`config.mk`:
```
export PLATFORM = sky130hd
export DESIGN_NAME = hard_mem_1rw_arb_ctrl_flat
export DESIGN_NICKNAME = d
export VERILOG_FILES = /design/src/rtl/hard_mem_1rw_arb_ctrl_pkg.sv /design/src/rtl/hard_mem_1rw_arb_ctrl_if.sv /design/src/rtl/hard_mem_1rw_arb_ctrl_rr2.sv /design/src/rtl/hard_mem_1rw_arb_ctrl.sv /design/src/flat_wrapper.sv
export SDC_FILE = /design/constraint.sdc
export NUM_CORES = 1
export LEC_CHECK = 0
export CORE_AREA = 3 3 106 108
export CTS_BUF_LIST = sky130_fd_sc_hd__clkbuf_16
export CTS_CLUSTER_SIZE = 25
export DETAILED_ROUTE_END_ITERATION = 10
export DIE_AREA = 0 0 109 111
export PLACE_DENSITY = 0.9
export SYNTH_ARGS = -nofsm -noshare
export SYNTH_HDL_FRONTEND = slang
export SYNTH_SLANG_ARGS = --single-unit
```
`constraint.sdc`:
```
create_clock -name clk_i -period 4 [get_ports clk_i]
set_input_delay 0.8 -clock clk_i [delete_from_list [all_inputs] [get_ports clk_i]]
set_output_delay 0.8 -clock clk_i [all_outputs]
set_load 0.02 [all_outputs]
```
`src/rtl/hard_mem_1rw_arb_ctrl_pkg.sv`:
```
// Shared widths, request record and byte-to-bit mask helper for the
// two-requester 1RW SRAM arbiter.
package hard_mem_arb_pkg;
    localparam int num_req_gp    = 2;
    localparam int width_gp      = 32;
    localparam int els_gp        = 1024;
    localparam int addr_width_gp = $clog2(els_gp);
    localparam int mask_width_gp = width_gp / 8;

    typedef struct packed {
        logic                     w;
        logic [addr_width_gp-1:0] addr;
        logic [width_gp-1:0]      data;
        logic [mask_width_gp-1:0] mask;
    } req_s;

    function automatic logic [width_gp-1:0] mask_expand(input logic [mask_width_gp-1:0] byte_mask);
        logic [width_gp-1:0] bits;
        bits = '0;
        for (int b = 0; b < mask_width_gp; b++) begin
            bits[8*b +: 8] = {8{byte_mask[b]}};
        end
        return bits;
    endfunction
endpackage

```
`src/rtl/hard_mem_1rw_arb_ctrl_if.sv`:
```
// Requester, response and SRAM-macro signals of hard_mem_1rw_arb_ctrl;
// slave is the arbiter's view, master the surrounding system's.
interface hard_mem_1rw_arb_ctrl_if
    import hard_mem_arb_pkg::*;
#(
    parameter int width_p      = width_gp,
    parameter int addr_width_p = addr_width_gp,
    parameter int mask_width_p = mask_width_gp
);
    logic [num_req_gp-1:0]              req_v_i;
    logic [num_req_gp-1:0]              req_ready_o;
    logic [num_req_gp-1:0]              req_w_i;
    logic [num_req_gp*addr_width_p-1:0] req_addr_i;
    logic [num_req_gp*width_p-1:0]      req_data_i;
    logic [num_req_gp*mask_width_p-1:0] req_mask_i;
    logic [num_req_gp-1:0]              resp_v_o;
    logic [num_req_gp*width_p-1:0]      resp_data_o;
    logic [num_req_gp-1:0]              resp_yumi_i;
    logic                               mem_v_o;
    logic                               mem_w_o;
    logic [addr_width_p-1:0]            mem_addr_o;
    logic [width_p-1:0]                 mem_data_o;
    logic [width_p-1:0]                 mem_w_mask_o;
    logic [width_p-1:0]                 mem_data_i;

    modport slave (
        input  req_v_i, req_w_i, req_addr_i, req_data_i, req_mask_i, resp_yumi_i, mem_data_i,
        output req_ready_o, resp_v_o, resp_data_o, mem_v_o, mem_w_o, mem_addr_o, mem_data_o, mem_w_mask_o
    );

    modport master (
        output req_v_i, req_w_i, req_addr_i, req_data_i, req_mask_i, resp_yumi_i, mem_data_i,
        input  req_ready_o, resp_v_o, resp_data_o, mem_v_o, mem_w_o, mem_addr_o, mem_data_o, mem_w_mask_o
    );
endinterface

```
`src/rtl/hard_mem_1rw_arb_ctrl_rr2.sv`:
```
// Two-way round-robin arbiter; last_grant resets to port 1 so port 0 wins
// the first contention. No grants are issued while reset is held.
module hard_mem_arb_rr2 (
    input  logic       clk_i,
    input  logic       reset_i,
    input  logic [1:0] v_i,
    output logic [1:0] grant_o
);
    logic r_last_grant;

    always_comb begin
        grant_o = 2'b00;
        if (!reset_i) begin
            if (v_i == 2'b11) grant_o = r_last_grant ? 2'b01 : 2'b10;
            else              grant_o = v_i;
        end
    end

    always_ff @(posedge clk_i) begin
        if (reset_i)        r_last_grant <= 1'b1;
        else if (|grant_o)  r_last_grant <= grant_o[1];
    end
endmodule

```
`src/rtl/hard_mem_1rw_arb_ctrl.sv`:
```
// Shares one 1RW byte-masked SRAM macro between two requesters with one
// buffered read response per port. Define HARD_MEM_ARB_BYPASS_EN for 1-cycle reads.
module hard_mem_1rw_arb_ctrl
    import hard_mem_arb_pkg::*;
#(
    parameter int width_p      = width_gp,
    parameter int els_p        = els_gp,
    parameter int addr_width_p = addr_width_gp,
    parameter int mask_width_p = mask_width_gp
)
(
    input  logic                  clk_i,
    input  logic                  reset_i,
    hard_mem_1rw_arb_ctrl_if.slave bus
);
    // The request record is sized by the package, so overrides must agree with it.
    if ((width_p != width_gp) || (els_p != els_gp) || (addr_width_p != $clog2(els_p)) ||
        (mask_width_p != width_p / 8) || (width_p % 8 != 0)) begin : g_bad_params
        $error("hard_mem_1rw_arb_ctrl: parameters disagree with hard_mem_arb_pkg");
    end

    logic [num_req_gp-1:0] w_rd_ok;
    logic [num_req_gp-1:0] w_elig;
    logic [num_req_gp-1:0] w_grant;
    logic [num_req_gp-1:0] w_byp_take;
    logic [num_req_gp-1:0] r_inflight;
    logic [num_req_gp-1:0] r_buf_v;
    logic [width_p-1:0]    r_buf_data [num_req_gp];
    req_s                  w_req [num_req_gp];
    req_s                  w_sel;

`ifdef HARD_MEM_ARB_BYPASS_EN
    assign w_byp_take = r_inflight & bus.resp_yumi_i;
`else
    assign w_byp_take = '0;
`endif

    always_comb begin
        for (int p = 0; p < num_req_gp; p++) begin
            w_req[p].w    = bus.req_w_i[p];
            w_req[p].addr = bus.req_addr_i[p*addr_width_p +: addr_width_p];
            w_req[p].data = bus.req_data_i[p*width_p +: width_p];
            w_req[p].mask = bus.req_mask_i[p*mask_width_p +: mask_width_p];
            // a read needs a free response slot; a bypassed response frees it this cycle
            w_rd_ok[p]    = !r_buf_v[p] && (!r_inflight[p] || w_byp_take[p]);
            w_elig[p]     = bus.req_v_i[p] && (bus.req_w_i[p] || w_rd_ok[p]);
        end
    end

    hard_mem_arb_rr2 u_rr2 (
        .clk_i   (clk_i),
        .reset_i (reset_i),
        .v_i     (w_elig),
        .grant_o (w_grant)
    );

    assign w_sel           = w_grant[1] ? w_req[1] : w_req[0];
    assign bus.req_ready_o = w_grant;

    always_comb begin
        bus.mem_v_o      = |w_grant;
        bus.mem_w_o      = 1'b0;
        bus.mem_addr_o   = '0;
        bus.mem_data_o   = '0;
        bus.mem_w_mask_o = '0;
        if (|w_grant) begin
            bus.mem_w_o    = w_sel.w;
            bus.mem_addr_o = w_sel.addr;
            bus.mem_data_o = w_sel.data;
            if (w_sel.w) bus.mem_w_mask_o = mask_expand(w_sel.mask);
        end
    end

    always_ff @(posedge clk_i) begin
        if (reset_i) begin
            r_inflight <= '0;
            r_buf_v    <= '0;
            for (int p = 0; p < num_req_gp; p++) r_buf_data[p] <= '0;
        end else begin
            r_inflight <= w_grant & ~bus.req_w_i;
            for (int p = 0; p < num_req_gp; p++) begin
                if (r_inflight[p] && !w_byp_take[p]) begin
                    r_buf_v[p]    <= 1'b1;
                    r_buf_data[p] <= bus.mem_data_i;
                end else if (bus.resp_yumi_i[p]) begin
                    r_buf_v[p]    <= 1'b0;
                end
            end
        end
    end

    always_comb begin
        bus.resp_v_o    = '0;
        bus.resp_data_o = '0;
        if (!reset_i) begin
            for (int p = 0; p < num_req_gp; p++) begin
                bus.resp_v_o[p]                    = r_buf_v[p];
                bus.resp_data_o[p*width_p +: width_p] = r_buf_data[p];
`ifdef HARD_MEM_ARB_BYPASS_EN
                if (r_inflight[p]) begin
                    bus.resp_v_o[p]                    = 1'b1;
                    bus.resp_data_o[p*width_p +: width_p] = bus.mem_data_i;
                end
`endif
            end
        end
    end
endmodule

```
`src/flat_wrapper.sv`:
```
// flat-port wrapper written by rule: the top's interface ports become plain ports
module hard_mem_1rw_arb_ctrl_flat import hard_mem_arb_pkg::*;
#(
    parameter int width_p      = width_gp,
    parameter int els_p        = els_gp,
    parameter int addr_width_p = addr_width_gp,
    parameter int mask_width_p = mask_width_gp
)
  (clk_i, reset_i, bus_req_v_i, bus_req_w_i, bus_req_addr_i, bus_req_data_i, bus_req_mask_i, bus_resp_yumi_i, bus_mem_data_i, bus_req_ready_o, bus_resp_v_o, bus_resp_data_o, bus_mem_v_o, bus_mem_w_o, bus_mem_addr_o, bus_mem_data_o, bus_mem_w_mask_o);
  hard_mem_1rw_arb_ctrl_if #(.width_p(width_p), .addr_width_p(addr_width_p), .mask_width_p(mask_width_p)) bus_i ();
  input  logic clk_i;
  input  logic reset_i;
  input wire logic [$bits(bus_i.req_v_i)-1:0] bus_req_v_i;
  input wire logic [$bits(bus_i.req_w_i)-1:0] bus_req_w_i;
  input wire logic [$bits(bus_i.req_addr_i)-1:0] bus_req_addr_i;
  input wire logic [$bits(bus_i.req_data_i)-1:0] bus_req_data_i;
  input wire logic [$bits(bus_i.req_mask_i)-1:0] bus_req_mask_i;
  input wire logic [$bits(bus_i.resp_yumi_i)-1:0] bus_resp_yumi_i;
  input wire logic [$bits(bus_i.mem_data_i)-1:0] bus_mem_data_i;
  output wire logic [$bits(bus_i.req_ready_o)-1:0] bus_req_ready_o;
  output wire logic [$bits(bus_i.resp_v_o)-1:0] bus_resp_v_o;
  output wire logic [$bits(bus_i.resp_data_o)-1:0] bus_resp_data_o;
  output wire logic [$bits(bus_i.mem_v_o)-1:0] bus_mem_v_o;
  output wire logic [$bits(bus_i.mem_w_o)-1:0] bus_mem_w_o;
  output wire logic [$bits(bus_i.mem_addr_o)-1:0] bus_mem_addr_o;
  output wire logic [$bits(bus_i.mem_data_o)-1:0] bus_mem_data_o;
  output wire logic [$bits(bus_i.mem_w_mask_o)-1:0] bus_mem_w_mask_o;
  assign bus_i.req_v_i = bus_req_v_i;
  assign bus_i.req_w_i = bus_req_w_i;
  assign bus_i.req_addr_i = bus_req_addr_i;
  assign bus_i.req_data_i = bus_req_data_i;
  assign bus_i.req_mask_i = bus_req_mask_i;
  assign bus_i.resp_yumi_i = bus_resp_yumi_i;
  assign bus_i.mem_data_i = bus_mem_data_i;
  assign bus_req_ready_o = bus_i.req_ready_o;
  assign bus_resp_v_o = bus_i.resp_v_o;
  assign bus_resp_data_o = bus_i.resp_data_o;
  assign bus_mem_v_o = bus_i.mem_v_o;
  assign bus_mem_w_o = bus_i.mem_w_o;
  assign bus_mem_addr_o = bus_i.mem_addr_o;
  assign bus_mem_data_o = bus_i.mem_data_o;
  assign bus_mem_w_mask_o = bus_i.mem_w_mask_o;
  hard_mem_1rw_arb_ctrl #(.width_p(width_p), .els_p(els_p), .addr_width_p(addr_width_p), .mask_width_p(mask_width_p)) u_core (.clk_i(clk_i), .reset_i(reset_i), .bus(bus_i));
endmodule
```
# == Yosys cells after proc, flatten, opt, wreduce, memory -nomap -nowiden ==
# Memory sizes are Yosys's and may differ from the RTL's.
# Index checks and enable logic that the tools add are counted.
# totals
word_cells,48
ff_bits,5
in_bits,132
ramBits,64
mem_count,1
out_inout_bits,144
# memory_table
memory,depth,width,rd,rd_ports_with_merged_regs,write_ports,line,source
u_core.r_buf_data,2,32,2,0,2,hard_mem_1rw_arb_ctrl.sv:28,logic [width_p-1:0] r_buf_data [num_req_gp];
# classes
reduce_logical,13
bitwise_logic,4
n_eq_ne,1
mux,25
# op_table
op,n
2-to-1 mux 32 bit,5
2-to-1 mux 64 bit,1
2-to-1 mux 47 bit,1
2-to-1 mux 1 bit,13
2-to-1 mux 10 bit,1
2-to-1 mux 2 bit,4
logical AND 1 bit,4
zero test 1 bit,4
nonzero test 2 bit,2
AND 2 bit,1
== test 2 bit (second input constant),1
logical OR 1 bit,2
inverter 2 bit,1
bitwise OR 1 bit,2
OR reduction 2 bit,1

# == Logic depth before layout (Yosys ltp) ==
# depth
ltp_word,10
depth_mapped,5

# == By module ==
# A second synthesis with hierarchy kept.
# unflattened
cells_unflattened,298
hier_area_um2,3623.5
# modules_own_cells
module,area_per_inst_um2,cells_each,instances
hard_mem_1rw_arb_ctrl,3563.4,290,1
hard_mem_arb_rr2,60.1,8,1

# == Worst setup path before layout ==
# Ideal clock, no wire load.
# synth_path
path_kind,input-to-output
startpoint,in bus_req_w_i[0]
endpoint,out bus_mem_w_mask_o[10]
setup_slack_ps,1113
stages,4
arrival_time_ps,2087
required_ps,3200
path_cell_list,o21bai_4 -> a311oi_1 -> a22o_1 -> buf_4
# synth_between
elab_chain_cells,8
# synth_lines
element,line,source
start: declaration,flat_wrapper.sv:14,input wire logic [$bits(bus_i.req_w_i)-1:0] bus_req_w_i;
logical OR 1 bit,hard_mem_1rw_arb_ctrl.sv:46,w_elig[p] = bus.req_v_i[p] && (bus.req_w_i[p] || w_rd_ok[p]);
logical AND 1 bit,hard_mem_1rw_arb_ctrl.sv:46,
== test 2 bit,hard_mem_1rw_arb_ctrl_rr2.sv:14,if (v_i == 2'b11) grant_o = r_last_grant ? 2'b01 : 2'b10;
2-to-1 mux 2 bit,hard_mem_1rw_arb_ctrl_rr2.sv:14,
2-to-1 mux 2 bit,hard_mem_1rw_arb_ctrl_rr2.sv:13,if (!reset_i) begin
2-to-1 mux 47 bit,hard_mem_1rw_arb_ctrl.sv:57,assign w_sel = w_grant[1] ? w_req[1] : w_req[0];
2-to-1 mux 32 bit,hard_mem_1rw_arb_ctrl.sv:70,if (w_sel.w) bus.mem_w_mask_o = mask_expand(w_sel.mask);
2-to-1 mux 32 bit (*),hard_mem_1rw_arb_ctrl.sv:66,if (|w_grant) begin
end: declaration,flat_wrapper.sv:27,output wire logic [$bits(bus_i.mem_w_mask_o)-1:0] bus_mem_w_mask_o;
# Mark *: on every way between the ends. The rest lies on a longest branch, timed or not.

# == Final worst setup path ==
# layout_path
startpoint,in bus_req_w_i[1]
endpoint,out bus_mem_data_o[30]
# layout_between
elab_chain_cells,7
# layout_lines
element,line,source
logical OR 1 bit (*),hard_mem_1rw_arb_ctrl.sv:46,
logical AND 1 bit (*),hard_mem_1rw_arb_ctrl.sv:46,
== test 2 bit,hard_mem_1rw_arb_ctrl_rr2.sv:14,
2-to-1 mux 2 bit (*),hard_mem_1rw_arb_ctrl_rr2.sv:14,
2-to-1 mux 2 bit (*),hard_mem_1rw_arb_ctrl_rr2.sv:13,
2-to-1 mux 47 bit / OR reduction 2 bit (equally long branches),"hard_mem_1rw_arb_ctrl.sv:57, hard_mem_1rw_arb_ctrl.sv:66",
2-to-1 mux 32 bit (*),hard_mem_1rw_arb_ctrl.sv:66,
end: declaration,flat_wrapper.sv:26,output wire logic [$bits(bus_i.mem_data_o)-1:0] bus_mem_data_o;
# Marks and branches as above.

==> impl_metrics.tcl <==
set metrics [dict create \
    wl_mm 12.3 \
    p_leak_nw 2.41 \
    syn_to_final_growth_pct 81.8 \
    ios 276 \
    hold_end "u_core.r_buf_v[1]$_SDFFE_PP0P_" \
    drcViolationCount 0 \
    die_x_microns 109 \
    grt_pass1_vias 3382 \
    r2r_cells 1 \
    max_freq_mhz 262 \
    hp-start "u_core.r_buf_v[1]$_SDFFE_PP0P_" \
    nNetsFinal 666 \
    grt_max_degree 73 \
    ctsResizeCount 0 \
    cts.clk_slew.worst_paths_ns 0.06 \
    yosys.area.top_type_share_pct 53.7 \
    overflow 0 \
    synth_warnings 0 \
    r2r_end "u_core.r_buf_data[0][35]$_DFFE_PP_" \
    num_vias 3189 \
    run_status "finished, final reports clean" \
    antenna_left 0 \
    wl_per_cell_microns 18.2 \
    ys_seq_area_share_pct 56.5 \
    synth_nets 423 \
    synthFlopType "edfxtp_1" \
    rrSetupSlack_ns 2.48 \
    firstDrtPassIters 4 \
    synth_area_leaders "edfxtp_1 (54%), nor2b_1 (12%), a22o_1 (10%), buf_4 (5.9%), and2_1 (5.6%)" \
    antenna_found_initial 1 \
    synth-async-reset-ratio_pct 0 \
    fp-row-count 37 \
    port_buffers 275 \
    ys_types 26 \
    drv_slew 0 \
    routabilityCongestion 0.782 \
    dieArea_sq_mm 0.0121 \
    clock-sinks 69 \
    grtUsageTotal_pct 19.5 \
    power_density_mw_per_mm2 322 \
    rsz0062_at_grt "false" \
    cp.arrival_ns 3.01 \
    dp_hpwl_mm 9.51 \
    finalCritPeriodShare_pct 95.4 \
    cp.required_ns 3.20 \
    avgSynthCellArea_sq_um 12.3 \
    hold_viol_final 0 \
    hold_path.class "register to register" \
    drt_iter0_drc 178 \
    post_cts.repair.setup_buffers 0 \
    dieHeight_microns 111 \
    p_total_mw 2.09 \
    cts_root_buf "clkbuf_16" \
    cts_inserted_buffers 9 \
    finalSetupViolations 0 \
    ir_drop_mv 0.228 \
    tightest_slew_ns 0.804 \
    htreeDepth 3 \
    placed_cell_area_sq_mm 0.00624 \
    grt_first_pass_wirelength_mm 18.5 \
    viasPerCell 4.72 \
    critical_path.max_fanout 44 \
    critical_path.endpoint_type "output port" \
    syn_inst 291 \
    drive_gt1_share_pct 5.75 \
    synthesis.area_sq_mm 0.00358 \
    start_util_pct 34.7 \
    synth_top_area_cell "edfxtp_1" \
    cts_tree "built" \
    r2r-start "u_core.r_inflight[1]$_SDFF_PP0_" \
    hold_depth 2 \
    synth-edff-count 64 \
    skew_ns 0.0119 \
    final_cell_area_sq_mm 0.00651 \
    relSlewSlack_pct 46.4 \
    ctsHoldBuffers 0 \
    antenna_cells_inserted 0 \
    clock_path_buffers 2 \
    cap_violations 0 \
    whs_ns 0.572 \
    period_minus_slack_ns 3.81 \
    critPathKind "primary input to output port" \
    clkLatencyLatePin_ns 0.32 \
    cp-start-kind "primary input" \
    ys_ff_latch 69 \
    core_sq_mm 0.0103 \
    fin_tns_setup_ns 0 \
]
-- cell type report --
cell class	count	area (sq um)
clock buffers	9	225
clock inverters	7	41.3
fillers	814	3820
repair buffers	280	2810
flip-flops and latches	69	2020
inverters	3	11.3
well taps	136	170
multi-input cells	171	1230
-- Yosys cell counts, drive strengths merged (3+ instances only) --
cell	count
nor2	4
a22o	46
nor2b	68
and2	32
or2	3
a21oi	3
inv	3
clkbuf	11
nand2	4
dfxtp	5
edfxtp	64
buf	37
-- metrics by stage --
stage               worst slack, ns  instances  utilization, %
CTS                          0.0180        675            63.0
finish                        0.185        675            63.0
global placement              0.169        659            60.4
floorplan                      1.11        291               -
detailed placement           0.0255        659            60.4
global route                  0.110        675            63.0
-- critical path: stages --
cell and delay [ns]:
clkdlybuf4s50_1 0.55, o21ba_1 0.21, a311oi_4 0.34, buf_12 0.25, a22o_1 0.17, clkdlybuf4s50_1 0.67
-- per-layer routing --
layer	vias to the layer above	track usage, %	wire (microns)
li1	1496	-	-
met1	1500	21.2	4290
met2	172	35.4	6580
met3	19	6.41	1190
met4	2	5.64	187
met5	-	0	13
-- power by group --
part	internal, mW	leakage (nW)	switching [mW]	total (mW)
clock network	0.414	0.132	0.284	0.698
registers	0.836	0.707	0.0126	0.849
logic	0.302	1.57	0.245	0.547
total	1.55	2.41	0.541	2.09
-- registers in the layout, indices dropped and copies added, names as in the netlist --
register and flops:
u_core.r_inflight 2, u_core.u_rr2.r_last_grant 1, u_core.r_buf_data 64, u_core.r_buf_v 2
-- logic make-up (layout without fill, tap and decap cells) --
family / after synthesis / after routing / share of synthesized area (%)
AOI/OAI and AO/OA: 57 / 57 / 14.6
buffers and inverters: 51 / 299 / 9.30
DFF: 69 / 69 / 56.5
and+or+nand+nor: 114 / 114 / 19.6
-- how the worst max path moves through the flow --
stage | startpoint | endpoint | slack (ns)
global placement | bus_req_v_i[1] | bus_mem_w_mask_o[23] | 0.17
floorplan | bus_req_w_i[0] | bus_mem_w_mask_o[10] | 1.11
finish | bus_req_w_i[1] | bus_mem_data_o[30] | 0.19
global route | bus_req_v_i[1] | bus_mem_w_mask_o[13] | 0.11
detailed placement | bus_req_v_i[1] | bus_mem_w_mask_o[13] | 0.03
CTS | bus_req_v_i[1] | bus_mem_w_mask_o[13] | 0.02
-- cells in the final DEF, fill, tap and decap left out, drive strengths merged, types with 2 or more instances in the layout --
cell           synthesis  routed
and2                  32      32
a311oi                 2       2
clkdlybuf4s50          0     273
clkbuf                11       9
a21oi                  3       3
nor2b                 68      68
dfxtp                  5       5
nand2b                 2       2
o21bai                 2       2
nor2                   4       4
buf                   37       7
a22o                  46      46
edfxtp                64      64
clkinv                 0       4
inv                    3       5
or2                    3       3
nand2                  4       4
Power figures use the tool's default switching activity.
==> variant 1 (same settings) <==
Reset style: asynchronous (`reset_i`), changed in 2 clocked blocks.
--- a/src/rtl/hard_mem_1rw_arb_ctrl_rr2.sv
+++ b/src/rtl/hard_mem_1rw_arb_ctrl_rr2.sv
@@ -18,3 +18,3 @@
 
-    always_ff @(posedge clk_i) begin
+    always_ff @(posedge clk_i or posedge reset_i) begin
         if (reset_i)        r_last_grant <= 1'b1;
--- a/src/rtl/hard_mem_1rw_arb_ctrl.sv
+++ b/src/rtl/hard_mem_1rw_arb_ctrl.sv
@@ -73,3 +73,3 @@
 
-    always_ff @(posedge clk_i) begin
+    always_ff @(posedge clk_i or posedge reset_i) begin
         if (reset_i) begin
Formal check against the unedited RTL: same outputs for any inputs over 10 cycles, from zero or initial values and one cycle with reset_i high; that may be too few to reach the edited logic, so the function may still have changed.
==> variant 1 against the unedited design <==
Synthesized area is 4.8% higher. Worst setup slack worse by 0.056 ns. Largest cell class unchanged. Synthesized cell count is 10% higher. Routed wire length is 11% higher. Sequential cell count stayed put. First-iteration DRC count is 8.4% higher. Die area stayed put. Critical path type unchanged. Cell area is 3.8% higher.
Power is not compared: it rests on default switching activity, and its combinational part moved more than twofold at a synthesized area within 25%.
==> variant 1: results <==
{
  "status": "complete, no violations",
  "dp_hpwl_um": 10600,
  "grt_pass1_vias": 3686,
  "track_usage_pct": 22.3,
  "finClkSkew_ns": 0.00619,
  "synth_nets": 452,
  "critical_path.max_fanout": 28,
  "reg2reg_to": "u_core.r_inflight[0]$_DFF_PP0_",
  "whs_path_depth": 1,
  "gp_congestion": 0.949,
  "vias": 3394,
  "postRouteWirelength_um": 13600,
  "grt_use_met1_pct": 26.4,
  "dpl.cell_count": 689,
  "met3_usage_pct": 5.59,
  "fin_nets": 696,
  "r2r-start": "u_core.r_buf_v[0]$_DFFE_PP0P_",
  "use_met2_pct": 39.0,
  "antenna_found_initial": 2,
  "synthCells": 320,
  "drtIter0Drc": 193,
  "min_from": "u_core.r_buf_data[27]$_DFFE_PP0P_",
  "synth.area.top_cells": "dfrtp_1, mux2_2, nor2b_1, a22o_1, buf_4",
  "grt_max_degree": 68,
  "grt_pass1_wl_um": 20700,
  "r2r_setup_slack_ns": 2.40,
  "max_slew_margin_pct": 44.3,
  "stdcell_count": 705,
  "whs_ns": 0.494,
  "synth_seq_area_share_pct": 46.1,
  "reg2reg_depth": 4,
  "ys.flop_type": "dfrtp_1"
}
variant 1: layer usage:
metal / share of wire (%) / routed length [um] / vias up
met5: 0.19 / 26 / -
met4: 1.9 / 259 / 4
met3: 7.7 / 1040 / 20
met2: 53 / 7150 / 160
met1: 38 / 5130 / 1633
li1: - / - / 1577
variant 1: cells by family (layout without fill, tap and decap cells):
kind of cell	Yosys count	after routing	synth area share, %
simple gates	74	74	12.3
flops	69	69	46.1
mux	64	64	19.2
buf+inv	58	307	9.31
compound gates	55	55	13.1
variant 1: worst max-delay path by stage:
stage / start / to / slack [ns]
detailed placement: bus_req_w_i[0] / bus_mem_w_mask_o[8] / 0.12
CTS: bus_req_w_i[1] / bus_mem_w_mask_o[18] / 0.11
global route: bus_req_w_i[0] / bus_mem_w_mask_o[25] / 0.006
floorplan: bus_req_w_i[0] / bus_mem_w_mask_o[10] / 1.05
finish: bus_req_w_i[0] / bus_mem_w_mask_o[25] / 0.13
global placement: bus_req_w_i[0] / bus_mem_w_mask_o[25] / 0.19
variant 1: repair_timing:
action / in CTS / in global routing
gates resized for setup: 0 / 3
setup endpoints to repair: 0 / 12
hold buffers: 0 / 0
variant 1: metrics by stage:
stage	worst slack [ns]	util (%)	total power, mW	area, um^2
after floorplan	1.05	-	1.56	3750
after global placement	0.193	62.6	2.07	6460
after detailed placement	0.121	62.6	2.11	6460
after CTS	0.110	65.4	2.89	6750
after global routing	0.00624	65.4	3.01	6760
final	0.129	65.4	2.86	6760
variant 1: area by class of cell:
class                   count  area [um^2]
clock buffers               9          225
clock inverters             7         67.6
fillers                   781         3570
inverters                   5         18.8
multi-input cells         193         1690
flip-flops and latches     69         1730
well taps                 136          170
repair buffers            286         2860
variant 1: where the power goes:
part / internal, mW / total (mW) / switching [mW]
registers: 0.889 / 0.978 / 0.0888
clock network: 0.479 / 0.764 / 0.285
logic: 0.641 / 1.12 / 0.474
total: 2.01 / 2.86 / 0.848
==> variant 2 (config.mk and constraints unchanged) <==
Made on the original files. Set the package constant `els_gp` to 2048 (it was 1024).
--- a/src/rtl/hard_mem_1rw_arb_ctrl_pkg.sv
+++ b/src/rtl/hard_mem_1rw_arb_ctrl_pkg.sv
@@ -5,3 +5,3 @@
     localparam int width_gp      = 32;
-    localparam int els_gp        = 1024;
+    localparam int els_gp        = 2048;
     localparam int addr_width_gp = $clog2(els_gp);
Ports: changed (resized bus_mem_addr_o and bus_req_addr_i); port bits go from 276 to 279. The function was not compared with the original's and may differ.
==> variant 2 against the unedited design <==
Fmax up 0.94%. Routed wire length is 6.3% higher. Via count grew 0.22%. Critical endpoint is now bus_mem_addr_o[5]. Critical path depth unchanged. Combinational power up 1%. Total power is 2.0% higher. Worst setup slack gained 0.035 ns. Cell area grew 0.67%. Core utilization increased by 0.42 points. Synthesized area is 0.28% higher. Non-clock buffer count increased by 2. Sequential cell count did not move.
==> variant 2: results <==
{
  "status": "complete, no violations",
  "tightest_slew_ns": 1.06,
  "clk_latency_ns": 0.32,
  "placed_area_um2": 6270,
  "vias": 3196,
  "fin_nets": 671,
  "synth.area.top_cells": "edfxtp_1, nor2b_1, a22o_1, buf_4, and2_1",
  "synth_seq_area_share_pct": 56.3,
  "clockBufferDepth": 2,
  "vdd_drop_max_v": 0.000263,
  "ys.flop_type": "edfxtp_1",
  "r2r-start": "u_core.r_inflight[0]$_SDFF_PP0_",
  "htreeDepth": 3,
  "swShare_pct": 26.9,
  "antenna_found_initial": 2,
  "p_leak_nw": 2.42,
  "synth_cell_types": 26,
  "critical_path.max_fanout": 45,
  "synth_nets": 426,
  "finClkSkew_ns": 0.00627,
  "grt_pass1_vias": 3252,
  "cp.arrival_ns": 2.98,
  "track_usage_pct": 20.4,
  "gp_congestion": 0.873,
  "synth_edf_count": 64,
  "crit_family": "buffers and inverters",
  "startpoint": "bus_req_w_i[0]",
  "drive_gt1_share_pct": 6.09,
  "io_buffers": 278,
  "wl_per_cell_um": 19.2,
  "dr.pass1.iters": 4,
  "drtIter0Drc": 156,
  "grt_max_degree": 73,
  "n_antenna_cell": 0,
  "detail-route-antenna-nets": 0,
  "cts.clk_slew.worst_paths_ns": 0.06,
  "hp-class": "reg -> reg",
  "cts_buffers": 9,
  "min_from": "u_core.r_inflight[0]$_SDFF_PP0_",
  "async_flop_share_pct": 0,
  "cts_root_buf": "clkbuf_16",
  "cpMaxStageDelayCell": "clkdlybuf4s50_1",
  "yosys-top-cells-count": "nor2b_1, edfxtp_1, a22o_1",
  "dp_hpwl_um": 9820,
  "grt_pass1_wl_um": 18800,
  "slowest_delay_ns": 0.62,
  "yosys_warnings": 0,
  "reg.largest.list": "u_core.r_buf_data x64, u_core.r_buf_v x2, u_core.r_inflight x2"
}
## variant 2: cell count changes after synthesis
cell	delta
a22o_2	+1
## variant 2: cells by family (layout without fill, tap and decap cells)
kind of cell	count (synthesis)	count (layout)	share of synthesized area, %
flops	69	69	56.3
buf+inv	51	301	9.27
compound gates	58	58	14.8
simple gates	114	114	19.6
## variant 2: worst paths after layout
kind | end | slack, ns | cells past startpoint
min | u_core.r_buf_v[0]$_SDFFE_PP0P_ | 0.57 | 2
min reg2reg | u_core.r_buf_v[0]$_SDFFE_PP0P_ | 0.57 | 2
max reg2reg | u_core.r_buf_data[0][9]$_DFFE_PP_ | 2.25 | 3
max | bus_mem_addr_o[5] | 0.22 | 6
## variant 2: area by class of cell
type,count,area (um^2)
tap,136,170
sequential,69,2020
timing repair buffer,282,2830
clock buffer,9,225
fill,811,3770
inverter,3,11.3
multi-input combinational,172,1240
clock inverter,7,47.5
## variant 2: power groups by stage
stage	combinational [mW]	sequential [mW]	clock [mW]
CTS	0.558	0.848	0.741
global route	0.583	0.851	0.782
floorplan	0.250	0.857	0
global placement	0.545	0.860	0
detailed placement	0.554	0.862	0
finish	0.555	0.848	0.732
## variant 2: metal layers
| metal | vias to the layer above | GRT usage (%) | wire (um) |
|---|---|---|---|
| li1 | 1507 | - | - |
| met1 | 1497 | 22.2 | 4680 |
| met2 | 167 | 36.3 | 6770 |
| met3 | 21 | 8.10 | 1380 |
| met4 | 4 | 5.30 | 165 |
| met5 | - | 0 | 27 |
## variant 2: repair_timing
action,4_1_cts,5_1_grt
endpoints found under the hold margin,0,0
gates resized for setup,0,1
setup endpoints to repair,0,32
buffers inserted,0,0
## variant 2: per-stage QoR
step / setup slack, ns / std cells / hold slack [ns] / utilization, %
floorplan: 1.11 / 292 / 0.494 / -
global placement: 0.202 / 662 / 0.531 / 60.8
detailed placement: 0.0703 / 662 / 0.556 / 60.8
CTS: 0.0685 / 678 / 0.565 / 63.4
global route: 0.0812 / 678 / 0.582 / 63.5
finish: 0.221 / 678 / 0.573 / 63.5
## variant 2: tightest hold or removal path, delay by kind of cell, from the launching register on
| kind | cells | cell delay, ns |
|---|---|---|
| flip-flops | 1 | 0.36 |
| AO/OA/AOI/OAI | 1 | 0.13 |
| AND/OR/NAND/NOR | 1 | 0.04 |
